<file path="src/rtl/me_seq_ctrl.sv">
// me_seq_ctrl -- top-level sequencer of the full-search block-matching
// motion-estimation chip.
//
// Flow: an init pulse starts a frame. The current block is then copied from
// the 32-bit pad bus into the current-block buffer, followed by the search
// window into the search-window buffer. Every candidate displacement is then
// handed to the SAD processing array, one at a time, in raster order (dx
// inner, dy outer). The minimum SAD is tracked. Finally the winning motion
// vector and its SAD are shifted out MSB first on a single serial pad.
//
// Ports:
//   clk         chip clock
//   rst_n       synchronous active-low reset
//   init        start / restart pulse, sampled every clock
//   input_raw   pixel word from pads (4 pixels, pixel 0 in [31:24])
//   cur_we      current-block buffer write enable
//   cur_addr    current-block buffer word address
//   sw_we       search-window buffer write enable
//   sw_addr     search-window buffer word address
//   wdata       registered copy of input_raw, paired with cur_we/sw_we
//   cand_req    one-cycle request to the PE array
//   cand_dx/dy  signed candidate displacement, stable until sad_valid
//   sad_valid   PE array result strobe
//   sad         SAD of the outstanding candidate
//   serial_out  result frame: start bit, mv_x, mv_y, sad (MSB first)
//   busy        high whenever the sequencer is not idle
//   done        one-cycle pulse after the last serial bit
module me_seq_ctrl #(
  parameter int WORD_WIDTH = 8,
  parameter int BLK_N      = 16,
  parameter int RANGE_P    = 8,
  parameter int MV_W       = 5,
  parameter int SAD_W      = 16
) (
  input  logic                                                    clk,
  input  logic                                                    rst_n,
  input  logic                                                    init,
  input  logic [31:0]                                             input_raw,
  output logic                                                    cur_we,
  output logic [$clog2(BLK_N*BLK_N/4)-1:0]                        cur_addr,
  output logic                                                    sw_we,
  output logic [$clog2((BLK_N+2*RANGE_P)*(BLK_N+2*RANGE_P)/4)-1:0] sw_addr,
  output logic [31:0]                                             wdata,
  output logic                                                    cand_req,
  output logic [MV_W-1:0]                                         cand_dx,
  output logic [MV_W-1:0]                                         cand_dy,
  input  logic                                                    sad_valid,
  input  logic [SAD_W-1:0]                                        sad,
  output logic                                                    serial_out,
  output logic                                                    busy,
  output logic                                                    done
);

  localparam int CUR_WORDS = BLK_N * BLK_N / 4;
  localparam int SW_EDGE   = BLK_N + 2 * RANGE_P;
  localparam int SW_WORDS  = SW_EDGE * SW_EDGE / 4;
  localparam int CUR_AW    = $clog2(CUR_WORDS);
  localparam int SW_AW     = $clog2(SW_WORDS);
  localparam int CNT_W     = (SW_AW > CUR_AW) ? SW_AW : CUR_AW;
  localparam int FRAME_W   = 1 + 2 * MV_W + SAD_W;
  localparam int BIT_W     = $clog2(FRAME_W);

  localparam logic [CNT_W-1:0] CUR_LAST = CNT_W'(CUR_WORDS - 1);
  localparam logic [CNT_W-1:0] SW_LAST  = CNT_W'(SW_WORDS - 1);
  localparam logic [BIT_W-1:0] BIT_LAST = BIT_W'(FRAME_W - 1);
  localparam logic [MV_W-1:0]  MV_MIN   = MV_W'(-RANGE_P);
  localparam logic [MV_W-1:0]  MV_MAX   = MV_W'(RANGE_P);

  typedef enum logic [2:0] {
    IDLE     = 3'd0,
    LOAD_CUR = 3'd1,
    LOAD_SW  = 3'd2,
    REQ      = 3'd3,
    WAIT     = 3'd4,
    SEND     = 3'd5
  } state_t;

  state_t              state_q, state_d;
  logic [CNT_W-1:0]    cnt_q, cnt_d;
  logic [31:0]         wdata_q, wdata_d;
  logic                cur_we_q, cur_we_d;
  logic                sw_we_q, sw_we_d;
  logic [CUR_AW-1:0]   cur_addr_q, cur_addr_d;
  logic [SW_AW-1:0]    sw_addr_q, sw_addr_d;
  logic [MV_W-1:0]     dx_q, dx_d;
  logic [MV_W-1:0]     dy_q, dy_d;
  logic [MV_W-1:0]     best_x_q, best_x_d;
  logic [MV_W-1:0]     best_y_q, best_y_d;
  logic [SAD_W-1:0]    best_sad_q, best_sad_d;
  logic [BIT_W-1:0]    bit_q, bit_d;
  logic [FRAME_W-1:0]  shift_q, shift_d;
  logic                done_q, done_d;

  always_comb begin
    state_d    = state_q;
    cnt_d      = cnt_q;
    wdata_d    = wdata_q;
    cur_we_d   = 1'b0;
    sw_we_d    = 1'b0;
    cur_addr_d = cur_addr_q;
    sw_addr_d  = sw_addr_q;
    dx_d       = dx_q;
    dy_d       = dy_q;
    best_x_d   = best_x_q;
    best_y_d   = best_y_q;
    best_sad_d = best_sad_q;
    bit_d      = bit_q;
    shift_d    = shift_q;
    done_d     = 1'b0;

    if (init) begin
      // Restart from any state: the word captured this cycle is dropped and
      // the whole frame (search results included) starts over.
      state_d    = LOAD_CUR;
      cnt_d      = '0;
      dx_d       = '0;
      dy_d       = '0;
      best_x_d   = '0;
      best_y_d   = '0;
      best_sad_d = '1;
      bit_d      = '0;
    end else begin
      case (state_q)
        LOAD_CUR: begin
          wdata_d    = input_raw;
          cur_we_d   = 1'b1;
          cur_addr_d = cnt_q[CUR_AW-1:0];
          if (cnt_q == CUR_LAST) begin
            cnt_d   = '0;
            state_d = LOAD_SW;
          end else begin
            cnt_d = cnt_q + 1'b1;
          end
        end

        LOAD_SW: begin
          wdata_d   = input_raw;
          sw_we_d   = 1'b1;
          sw_addr_d = cnt_q[SW_AW-1:0];
          if (cnt_q == SW_LAST) begin
            cnt_d      = '0;
            state_d    = REQ;
            dx_d       = MV_MIN;
            dy_d       = MV_MIN;
            best_x_d   = '0;
            best_y_d   = '0;
            best_sad_d = '1;
          end else begin
            cnt_d = cnt_q + 1'b1;
          end
        end

        REQ: begin
          state_d = WAIT;
        end

        WAIT: begin
          if (sad_valid) begin
            // Strict compare: on a tie the earlier candidate stays. The
            // all-ones start value exceeds any reachable SAD, so the first
            // candidate always wins.
            if (sad < best_sad_q) begin
              best_sad_d = sad;
              best_x_d   = dx_q;
              best_y_d   = dy_q;
            end
            if ((dx_q == MV_MAX) && (dy_q == MV_MAX)) begin
              state_d = SEND;
              bit_d   = '0;
              // Built from the _d values so the last candidate is included.
              shift_d = {1'b1, best_x_d, best_y_d, best_sad_d};
            end else begin
              if (dx_q == MV_MAX) begin
                dx_d = MV_MIN;
                dy_d = dy_q + 1'b1;
              end else begin
                dx_d = dx_q + 1'b1;
              end
              state_d = REQ;
            end
          end
        end

        SEND: begin
          shift_d = {shift_q[FRAME_W-2:0], 1'b0};
          if (bit_q == BIT_LAST) begin
            bit_d   = '0;
            state_d = IDLE;
            done_d  = 1'b1;
          end else begin
            bit_d = bit_q + 1'b1;
          end
        end

        default: begin
          state_d = IDLE;
        end
      endcase
    end
  end

  always_ff @(posedge clk) begin
    if (!rst_n) begin
      state_q    <= IDLE;
      cnt_q      <= '0;
      wdata_q    <= '0;
      cur_we_q   <= 1'b0;
      sw_we_q    <= 1'b0;
      cur_addr_q <= '0;
      sw_addr_q  <= '0;
      dx_q       <= '0;
      dy_q       <= '0;
      best_x_q   <= '0;
      best_y_q   <= '0;
      best_sad_q <= '1;
      bit_q      <= '0;
      shift_q    <= '0;
      done_q     <= 1'b0;
    end else begin
      state_q    <= state_d;
      cnt_q      <= cnt_d;
      wdata_q    <= wdata_d;
      cur_we_q   <= cur_we_d;
      sw_we_q    <= sw_we_d;
      cur_addr_q <= cur_addr_d;
      sw_addr_q  <= sw_addr_d;
      dx_q       <= dx_d;
      dy_q       <= dy_d;
      best_x_q   <= best_x_d;
      best_y_q   <= best_y_d;
      best_sad_q <= best_sad_d;
      bit_q      <= bit_d;
      shift_q    <= shift_d;
      done_q     <= done_d;
    end
  end

  assign cur_we     = cur_we_q;
  assign cur_addr   = cur_addr_q;
  assign sw_we      = sw_we_q;
  assign sw_addr    = sw_addr_q;
  assign wdata      = wdata_q;
  assign cand_req   = (state_q == REQ);
  assign cand_dx    = dx_q;
  assign cand_dy    = dy_q;
  assign serial_out = (state_q == SEND) & shift_q[FRAME_W-1];
  assign busy       = (state_q != IDLE);
  assign done       = done_q;

endmodule

</file>
<file path="config.mk">
export PLATFORM = sky130hd
export DESIGN_NAME = me_seq_ctrl
export DESIGN_NICKNAME = d
export VERILOG_FILES = /design/src/rtl/me_seq_ctrl.sv
export SDC_FILE = /design/constraint.sdc
export NUM_CORES = 1
export LEC_CHECK = 0
export ABC_AREA = 1
export CORE_ASPECT_RATIO = 2
export CORE_MARGIN = 1
export CORE_UTILIZATION = 50
export DETAILED_ROUTE_END_ITERATION = 10
export PLACE_DENSITY = 0.77
export SYNTH_ARGS = -nofsm -noshare
export SYNTH_HDL_FRONTEND = slang
export SYNTH_SLANG_ARGS = --single-unit
</file>
<file path="constraint.sdc">
create_clock -name clk -period 2.8 [get_ports clk]
set_input_delay 0.84 -clock clk [delete_from_list [all_inputs] [get_ports clk]]
set_output_delay 0.84 -clock clk [all_outputs]
set_load 0.1 [all_outputs]
</file>
==> impl_metrics.csv <==
group,metric,value,unit
synth,syn-instance-count,849,
worst_setup_path,path_delay_family,"buffers and inverters",
floorplanning,dieArea,0.0126,mm^2
sta,slew_headroom,0.571,
cts,cts-root-buf,"sky130_fd_sc_hd__clkbuf_16",
status,outcome,"finished, final reports clean",
global_route,grt_start_max_net_pins,65,
worst_hold_path,hold_path.class,"reg -> reg",
placed_design,numPortBuffers,113,
cts,clock_tree.htree_level_count,4,
global_route,grt_antenna_before_repair,0,
drt,drt_pass1_iterations,5,
synth,synthTopCellsByArea,"sky130_fd_sc_hd__dfxtp_1 42%, sky130_fd_sc_hd__nand2_1 11%, sky130_fd_sc_hd__a21oi_1 8.0%, sky130_fd_sc_hd__nand3_1 6.8%, sky130_fd_sc_hd__nor2_1 5.6%",
cts,clk_transition_reported_paths,0.06,ns
drt,via_count,5894,
layout,final_layout_size_suffix_gt1_frac,0.149,
sta,layout_min_cycle_time,2.46,ns
worst_setup_path,crit_path_cell_trace,"clkdlybuf4s50_1, ha_1, nand2_1, inv_1, o21bai_1, a21oi_1, nor2_4, buf_4, nand3_1, nand2_1, nand2_1, nand2_1, nand2_1",
sta,setup-violations-final,0,
synth,yosys_most_used_dff,"sky130_fd_sc_hd__dfxtp_1",
worst_setup_path,timing.critical_path.slowest_stage_cell,"sky130_fd_sc_hd__clkdlybuf4s50_1",
synth,synth_top_cell_area_share,0.423,
worst_setup_path,critPathMostFrequentCell,"sky130_fd_sc_hd__nand2_1",
synth,synth.net_count,923,
drt,dr.max_layer_used,"met4",
drt,dr_wl_met3,650,um
drt,count_of_unresolved_drc_violations_after_routing,0,
layout,layout.filler_cells,1035,
cts,cts_tree,"done",
placed_design,finalWeightedCongestion,0.862,
synth,yosys_warnings,0,
worst_setup_path,path_class,"in -> reg",
sta,layout_worst_path_cycle_share,0.877,
layout,diodes,0,
layout,design.final.nets,1037,
drt,initialDrtViolationCount,294,
synth,async_reset_ff_frac,0,
pwr,share_of_power_burned_in_registers,0.372,
sta,grt_setup_unrepaired,"no",
drt,m1WireLength,6050,um
synth,yosysSeqAreaShare,0.423,
worst_setup_path,worstReg2RegStart,"cnt_q[0]$_SDFFE_PP0P_",
worst_setup_path,cp.arrival,2.75,ns
pwr,p_per_area,662,mW/mm^2
cts,holdBufCountCts,0,
floorplanning,rows,56,
cts,cts_repair_resize_count,0,
pwr,power.internal,3.68,mW
synth,post_synthesis_instance_area,0.00606,mm^2
placed_design,place_hpwl,10800,um
global_route,grt_first_pass_wirelength,24800,um
pwr,power.ir.vdd_worst,464,uV
placed_design,post-place-ws,-0.0432,ns
layout,area_growth,29.8,%
floorplanning,ios,114,
drt,antenna_violating_nets_post_route,0,
worst_setup_path,worstSetupEndpointType,"register",
sta,worst_slew_pin_slew,0.641,ns
floorplanning,die_w,79.8,um
global_route,globalRoute.totalOverflow,0,
synth,yosysTopAreaCell,"sky130_fd_sc_hd__dfxtp_1",
pwr,p_leak,3.57,nW
cts,cts_inserted_buffers,17,
drt,wl_met2,8540,um
sta,drv_slew,0,
synth,avgSynthCellArea,7.14,um^2
cts,total_setup_buffers_inserted_after_cts,0,
worst_setup_path,crit_fanout,15,
floorplanning,fp.dieH,158,um
sta,fin_ws,0.345,ns
drt,viasPerCell,5.26,
pwr,power.combinational.fraction,0.176,
worst_setup_path,worst-endpoint-required,3.10,ns
pwr,switching_share,0.294,
pwr,net-switching-power,1.53,mW
cts,worstSkewPairLatency,0.42,ns
sta,fin_skew,0.00898,ns
layout,final_util,0.668,
synth,yosys_register_bits,128,
worst_hold_path,worstHoldStart,"sw_addr[7]$_SDFFE_PN0P_",
global_route,grt_pass1_vias,5479,
run,drv_cap,0,
cts,clock_path_buffers,2,
sta,max_freq,407,MHz
worst_setup_path,startpoint_type,"input pin",
global_route,track_usage,0.251,
worst_setup_path,setup.worst_path.start,"sad[9]",
floorplanning,core_area,0.0118,mm^2
synth,synth_edf_count,0,
drt,drt-wirelength-per-cell,13.9,um
drt,totalWireLength,15600,um
synth,yosys.cell_types.count,38,
pwr,clk_network_pwr_share,0.453,
worst_setup_path,crit_buf_inv,3,
worst_setup_path,worst_path_largest_cell_delay,0.43,ns
cts,cts.sinks,128,
floorplanning,start_util,0.515,
sta,finalHoldViolations,0,
-- final timing paths --
check                                             endpoint  slack [ns]  depth (start not counted)
worst min-delay path               sw_addr[7]$_SDFFE_PN0P_        0.46                          2
worst max-delay path            best_sad_q[3]$_SDFFE_PP1P_        0.34                         13
worst max register to register    best_x_q[1]$_SDFFE_PP0P_        0.83                          9
worst min register to register     sw_addr[7]$_SDFFE_PN0P_        0.46                          2
-- cell usage after synthesis (3+ instances only) --
master / n
sky130_fd_sc_hd__nor2_2: 3
sky130_fd_sc_hd__ha_1: 22
sky130_fd_sc_hd__a211oi_1: 4
sky130_fd_sc_hd__o21ai_1: 20
sky130_fd_sc_hd__xor2_1: 8
sky130_fd_sc_hd__nand2_2: 5
sky130_fd_sc_hd__dfxtp_1: 128
sky130_fd_sc_hd__inv_1: 79
sky130_fd_sc_hd__nor2_4: 4
sky130_fd_sc_hd__nand2_1: 172
sky130_fd_sc_hd__nand3_1: 82
sky130_fd_sc_hd__clkbuf_1: 21
sky130_fd_sc_hd__nor3_1: 9
sky130_fd_sc_hd__nor2_1: 90
sky130_fd_sc_hd__inv_2: 5
sky130_fd_sc_hd__a21oi_1: 97
sky130_fd_sc_hd__o21ai_0: 60
sky130_fd_sc_hd__buf_1: 4
sky130_fd_sc_hd__buf_2: 11
-- per-layer routing --
layer,track usage,vias to the layer above
li1,-,3007
met1,0.256,2715
met2,0.477,145
met3,0.0507,27
met4,0.111,0
met5,0,-
-- area by class of cell --
| type | count | area, um^2 | area share |
|---|---|---|---|
| timing repair buffer | 134 | 1170 | 0.148 |
| sequential | 128 | 2560 | 0.326 |
| inverter | 86 | 325 | 0.0414 |
| clock buffer | 19 | 453 | 0.0576 |
| multi-input combinational | 596 | 2990 | 0.381 |
| clock inverter | 12 | 184 | 0.0234 |
| tap | 145 | 181 | 0.0231 |
-- tightest hold or removal path, delay by kind of cell (launching register included) --
kind             cells  cell delay, ns
AO/OA/AOI/OAI        1            0.05
flip-flops           1            0.31
AND/OR/NAND/NOR      1            0.06
-- cell usage in the layout, fill, tap and decap left out, types with 2 or more instances in the layout --
master                            instances
sky130_fd_sc_hd__a211oi_1                 4
sky130_fd_sc_hd__a21oi_1                 97
sky130_fd_sc_hd__buf_12                   3
sky130_fd_sc_hd__buf_4                   80
sky130_fd_sc_hd__bufinv_16                4
sky130_fd_sc_hd__clkbuf_16               17
sky130_fd_sc_hd__clkbuf_8                 2
sky130_fd_sc_hd__clkdlybuf4s50_1         50
sky130_fd_sc_hd__clkinv_2                 3
sky130_fd_sc_hd__clkinv_4                 4
sky130_fd_sc_hd__clkinvlp_4               2
sky130_fd_sc_hd__dfxtp_1                128
sky130_fd_sc_hd__ha_1                    22
sky130_fd_sc_hd__inv_1                   79
sky130_fd_sc_hd__inv_2                    5
sky130_fd_sc_hd__nand2_1                172
sky130_fd_sc_hd__nand2_2                  5
sky130_fd_sc_hd__nand2_4                  2
sky130_fd_sc_hd__nand3_1                 82
sky130_fd_sc_hd__nand3_2                  2
sky130_fd_sc_hd__nand4_1                  2
sky130_fd_sc_hd__nor2_1                  89
sky130_fd_sc_hd__nor2_2                   4
sky130_fd_sc_hd__nor2_4                   4
sky130_fd_sc_hd__nor3_1                   9
sky130_fd_sc_hd__nor3b_1                  2
sky130_fd_sc_hd__o21ai_0                 60
sky130_fd_sc_hd__o21ai_1                 20
sky130_fd_sc_hd__xor2_1                   8
-- state kept, by name, indices dropped and copies added (netlist names), 3 cells and up --
name        count
best_sad_q     16
cand_dy         5
best_x_q        5
state_q         3
cur_addr        6
best_y_q        5
cand_dx         5
bit_q           5
shift_q        27
sw_addr         8
wdata          32
cnt_q           8
-- through the flow --
stage | instances | TNS, ns | power, mW | hold WS [ns] | cell area (um^2)
final | 1120 | 0 | 5.21 | 0.462 | 7870
after global placement | 1089 | -0.456 | 2.88 | 0.451 | 7230
after CTS | 1120 | 0 | 5.25 | 0.465 | 7870
after global routing | 1120 | 0 | 5.39 | 0.471 | 7870
after floorplan | 849 | 0 | 2.64 | 0.444 | 6060
after detailed placement | 1089 | -0.337 | 2.89 | 0.456 | 7230
-- power by group through the flow --
stage | Sequential (mW) | Clock, mW | Combinational (mW)
4_1_cts | 1.94 | 2.40 | 0.918
3_3_place_gp | 1.97 | 0 | 0.909
6_report | 1.94 | 2.36 | 0.915
2_1_floorplan | 2.34 | 0 | 0.299
3_5_place_dp | 1.97 | 0 | 0.913
5_1_grt | 1.95 | 2.47 | 0.972
-- cell families after synthesis --
group / Yosys count / synth area share
AOI/OAI and AO/OA: 189 / 0.164
xor gates and xnor gates: 8 / 0.0116
adders and majority gates: 22 / 0.0454
buffers and inverters: 125 / 0.0832
DFF: 128 / 0.423
and+or+nand+nor: 377 / 0.273
No activity file was read; power rests on OpenSTA's default activity.
